===== src/rtl/adder_share_arbiter.sv =====
// Round-robin arbiter sharing one external combinational adder between NREQ requesters.
// Each accepted operation runs IDLE -> EXEC -> RESP; operands are registered so the
// shared adder only ever sees stable values owned by the current transaction.
module adder_share_arbiter #(
   parameter int unsigned NREQ = 4,
   parameter int unsigned W    = 12
) (
   input  logic                    clk,
   input  logic                    rst_n,
   input  logic [NREQ-1:0]         req_valid,
   output logic [NREQ-1:0]         req_ready,
   input  logic [NREQ*W-1:0]       req_a,
   input  logic [NREQ*W-1:0]       req_b,
   output logic [W-1:0]            add_a,
   output logic [W-1:0]            add_b,
   input  logic [W:0]              add_sum,
   output logic                    rsp_valid,
   input  logic                    rsp_ready,
   output logic [W:0]              rsp_sum,
   output logic [$clog2(NREQ)-1:0] rsp_id,
   output logic                    busy,
   output logic [15:0]             done_cnt
);

   localparam int unsigned IdW = $clog2(NREQ);

   typedef enum logic [1:0] {StIdle, StExec, StResp} state_e;

   state_e         state_q;
   logic [IdW-1:0] rr_ptr_q;
   logic [W-1:0]   op_a_q;
   logic [W-1:0]   op_b_q;
   logic [W:0]     rsp_sum_q;
   logic [IdW-1:0] rsp_id_q;
   logic [15:0]    done_cnt_q;

   logic           grant_found;
   logic [IdW-1:0] grant_idx;
   logic [IdW-1:0] scan_idx;

   // Pick the first valid requester at or above rr_ptr, wrapping modulo NREQ.
   always_comb begin
      grant_found = 1'b0;
      grant_idx   = '0;
      scan_idx    = '0;
      for (int unsigned k = 0; k < NREQ; k++) begin
         scan_idx = IdW'((32'(rr_ptr_q) + k) % NREQ);
         if (!grant_found && req_valid[scan_idx]) begin
            grant_found = 1'b1;
            grant_idx   = scan_idx;
         end
      end
   end

   // Ready is combinational so a requester sees its grant in the accepting cycle.
   always_comb begin
      req_ready = '0;
      if (state_q == StIdle && grant_found) begin
         req_ready[grant_idx] = 1'b1;
      end
   end

   // Control FSM with all transaction state and registered outputs.
   always_ff @(posedge clk or negedge rst_n) begin
      if (!rst_n) begin
         state_q    <= StIdle;
         rr_ptr_q   <= '0;
         op_a_q     <= '0;
         op_b_q     <= '0;
         rsp_sum_q  <= '0;
         rsp_id_q   <= '0;
         done_cnt_q <= '0;
      end else begin
         unique case (state_q)
            StIdle: begin
               if (grant_found) begin
                  op_a_q   <= req_a[int'(grant_idx)*W +: W];
                  op_b_q   <= req_b[int'(grant_idx)*W +: W];
                  rsp_id_q <= grant_idx;
                  // Priority only moves on an accept, never on idle cycles.
                  rr_ptr_q <= (grant_idx == IdW'(NREQ - 1)) ? '0 : grant_idx + 1'b1;
                  state_q  <= StExec;
               end
            end
            StExec: begin
               // add_sum is opaque; carry-out travels in its MSB untouched.
               rsp_sum_q <= add_sum;
               state_q   <= StResp;
            end
            StResp: begin
               if (rsp_ready) begin
                  done_cnt_q <= done_cnt_q + 16'd1;
                  state_q    <= StIdle;
               end
            end
            default: state_q <= StIdle;
         endcase
      end
   end

   assign add_a     = op_a_q;
   assign add_b     = op_b_q;
   assign rsp_valid = (state_q == StResp);
   assign busy      = (state_q != StIdle);
   assign rsp_sum   = rsp_sum_q;
   assign rsp_id    = rsp_id_q;
   assign done_cnt  = done_cnt_q;

endmodule

===== config.mk =====
export PLATFORM = sky130hd
export DESIGN_NAME = adder_share_arbiter
export DESIGN_NICKNAME = d
export VERILOG_FILES = /design/src/rtl/adder_share_arbiter.sv
export SDC_FILE = /design/constraint.sdc
export NUM_CORES = 1
export LEC_CHECK = 0
export BUFFER_PORTS_ARGS = -buffer_cell sky130_fd_sc_hd__buf_2
export CORE_MARGIN = 5
export CORE_UTILIZATION = 41
export DETAILED_ROUTE_END_ITERATION = 7
export GPL_ROUTABILITY_DRIVEN = 0
export PLACE_DENSITY = 0.85
export SETUP_SLACK_MARGIN = 0.02
export SYNTH_ARGS = -nofsm -noshare
export SYNTH_HDL_FRONTEND = slang
export SYNTH_SLANG_ARGS = --single-unit

===== constraint.sdc =====
create_clock -name clk -period 2.6 [get_ports clk]
set_clock_uncertainty 0.15 [all_clocks]
set_input_delay 0.52 -clock clk [delete_from_list [all_inputs] [get_ports clk]]
set_output_delay 0.52 -clock clk [all_outputs]
set_load 0.02 [all_outputs]

==> results.yml <==
logic_synthesis:
  synth-edff-count: 0
  avgSynthCellArea_sq_um: 11.5
  ys_seq_area_frac: 0.485
  synthesis.area_sq_um: 3040
  ys_warn_count: 0
  netlist_instances: 264
  async_flop_share: 1.00
  yosysUniqueCellTypes: 38
  synth-seq-cells: 59
  synth_ff_type: "dfrtp_1"
  syn_nets: 382
floorplan:
  core.rowCount: 31
  start_util: 0.420
  core-area_sq_um: 7250
  die_w_microns: 96.2
  io_pins: 177
  die_h_microns: 96.2
  dieArea_sq_um: 9250
power:
  ir_drop_mv: 0.615
  power_frac_comb: 0.510
  p_int_mw: 2.77
  power_leakage_nw: 2.36
  switching_share: 0.420
  p_seq_frac: 0.321
  p_per_area_nw_per_um2: 1130
  p_sw_mw: 2.01
  clkPwrFrac: 0.169
drt:
  drc_errors: 0
  route.vias.total: 2738
  finalWirelength_mm: 8.37
  drt_iter0_markers: 67
  routed_via_density: 5.01
  antenna_left: 0
  drtPass1Iterations: 4
  routedWlPerCell_microns: 15.3
global_route:
  grt.total_usage: 0.177
  grt_max_degree: 60
  antenna_found_initial: 0
  first_global_vias: 2759
  grt-ovfl-total: 0
  grt_pass1_wl_mm: 12.8
layout:
  final_common_cell: "buf_2"
  fin_area_sq_um: 4210
  final_cell_mix: "176 x buf_2, 59 x dfrtp_1, 48 x mux2i_1, 37 x nand2_1, 24 x o221ai_1"
  fill_cells: 623
  drive_gt1_frac: 0.497
  area.growth.synth_to_final_pct: 38.3
  nNetsFinal: 560
  multi_input_comb_area_sq_um: 1430
  diodes: 0
  final-seq-area_sq_um: 1480
setup_path:
  cp_max_fo: 25
  critPathCaptureType: "output pin"
  cp_data_required_time_ns: 1.93
  worstSetupPathType: "register to output pin"
  cp.arrival_ns: 1.82
  start_kind: "register"
clock_tree:
  htree_levels: 3
  clk_path_buf_depth: 2
  clkLatencyLatePin_ns: 0.32
  cts_root_buf: "clkbuf_8"
  cts_tree: "done"
  path_clk_slew_ns: 0.07
  cts_made_buffers: 9
  clock-sinks: 59
timing:
  fmax_ghz: 0.401
  setup_viol: 0
  post-route-period-util: 0.959
  tns_ns: 0
  min_period_ns: 2.49
  worstMarginPinSlew_ns: 0.734
  hold_viol_final: 0
  final_max_slew_viol_count: 0
  slew_headroom: 0.511
  grt_setup_unrepaired: "yes"
  holdWs_ns: 0.172
  setup_slack_ns: 0.106
placed_design:
  placed_area_sq_um: 3970
  dp_hpwl_mm: 6.37
  io_buffers: 176
  place_ws_ns: 0.155
run_status:
  status: "completed"
flow_run:
  max_cap_violations: 0
hold_path:
  hp-class: "input pin to asynchronous set/reset pin"
[critical path, cell delays in order, from the launching register on]
cell and delay [ns]:
dfrtp_1 0.42, nor2b_1 0.22, nor3_2 0.09, o22ai_4 0.17, buf_4 0.16, buf_12 0.19, nor2_1 0.07, buf_2 0.16
[final timing paths]
check,end,start,slack [ns],cells after the start
min,done_cnt[7]$_DFFE_PN0P_,rst_n,0.17,2
max reg2reg,add_a[10]$_DFFE_PN0P_,rr_ptr_q[0]$_DFFE_PN0P_,0.65,7
min reg2reg,done_cnt[15]$_DFFE_PN0P_,done_cnt[15]$_DFFE_PN0P_,0.31,1
max,req_ready[1],rr_ptr_q[0]$_DFFE_PN0P_,0.11,7
max in group asynchronous,rsp_sum[10]$_DFFE_PN0N_,rst_n,1.62,2
min in group clk,state_q[1]$_DFFE_PN0P_,rsp_ready,0.27,2
[routing by layer]
layer	GRT usage	vias up	part of all wire
li1	-	1315	-
met1	0.204	1280	0.37
met2	0.302	123	0.52
met3	0.0586	20	0.097
met4	0.0723	0	0.022
met5	0	-	0
[through the flow]
stage                     std cells   util  power, mW
after floorplan                 264      -       3.23
after global placement          527  0.548       3.85
after detailed placement        527  0.548       3.95
after CTS                       543  0.575       4.78
after global routing            546  0.580       5.11
final                           546  0.580       4.77
[state kept, by name, indices dropped and copies added, names as in the netlist]
name / flops
add_a: 12
add_b: 12
done_cnt: 16
rr_ptr_q: 2
rsp_id: 2
rsp_sum: 13
state_q: 2
[kinds of logic (layout without fill, tap and decap cells)]
logic type,count (synthesis),after routing,synth area share
compound gates,33,33,0.0945
xor+xnor,15,15,0.0432
fa+ha+maj,2,2,0.00822
buf+inv,22,205,0.0464
flops,59,59,0.485
mux,62,62,0.210
simple gates,71,71,0.113
[cells in the mapped netlist (4+ instances only)]
cell,n,area (sq um)
inv_1,4,15.0
nand4_1,6,37.5
mux2i_1,48,480
dfrtp_1,59,1480
nor2_1,8,30.0
nand2_1,37,139
o221ai_1,24,210
buf_2,4,20.0
mux2_2,14,158
buf_6,7,78.8
clkbuf_1,5,18.8
xor2_1,7,61.3
xnor2_1,8,70.1
[area by class of cell]
| type | instances | share of cell area |
|---|---|---|
| clock buffer | 11 | 0.0336 |
| clock inverter | 5 | 0.0125 |
| multi-input combinational | 183 | 0.339 |
| sequential | 59 | 0.351 |
| tap | 99 | 0.0294 |
| inverter | 6 | 0.00565 |
| timing repair buffer | 183 | 0.229 |
[power groups by stage]
stage               Sequential (mW)  Clock [mW]  Combinational [mW]
floorplan                      1.93           0                1.30
global placement               1.52           0                2.33
detailed placement             1.54           0                2.41
CTS                            1.53       0.839                2.40
global route                   1.59       0.886                2.63
finish                         1.53       0.806                2.43
[what timing repair did]
| action | CTS | global route |
|---|---|---|
| resized for setup | 0 | 1 |
| hold buffers | 0 | 0 |
| endpoints found under the setup margin | 0 | 2 |
| buffers inserted | 0 | 2 |
Power figures use the tool's default switching activity.
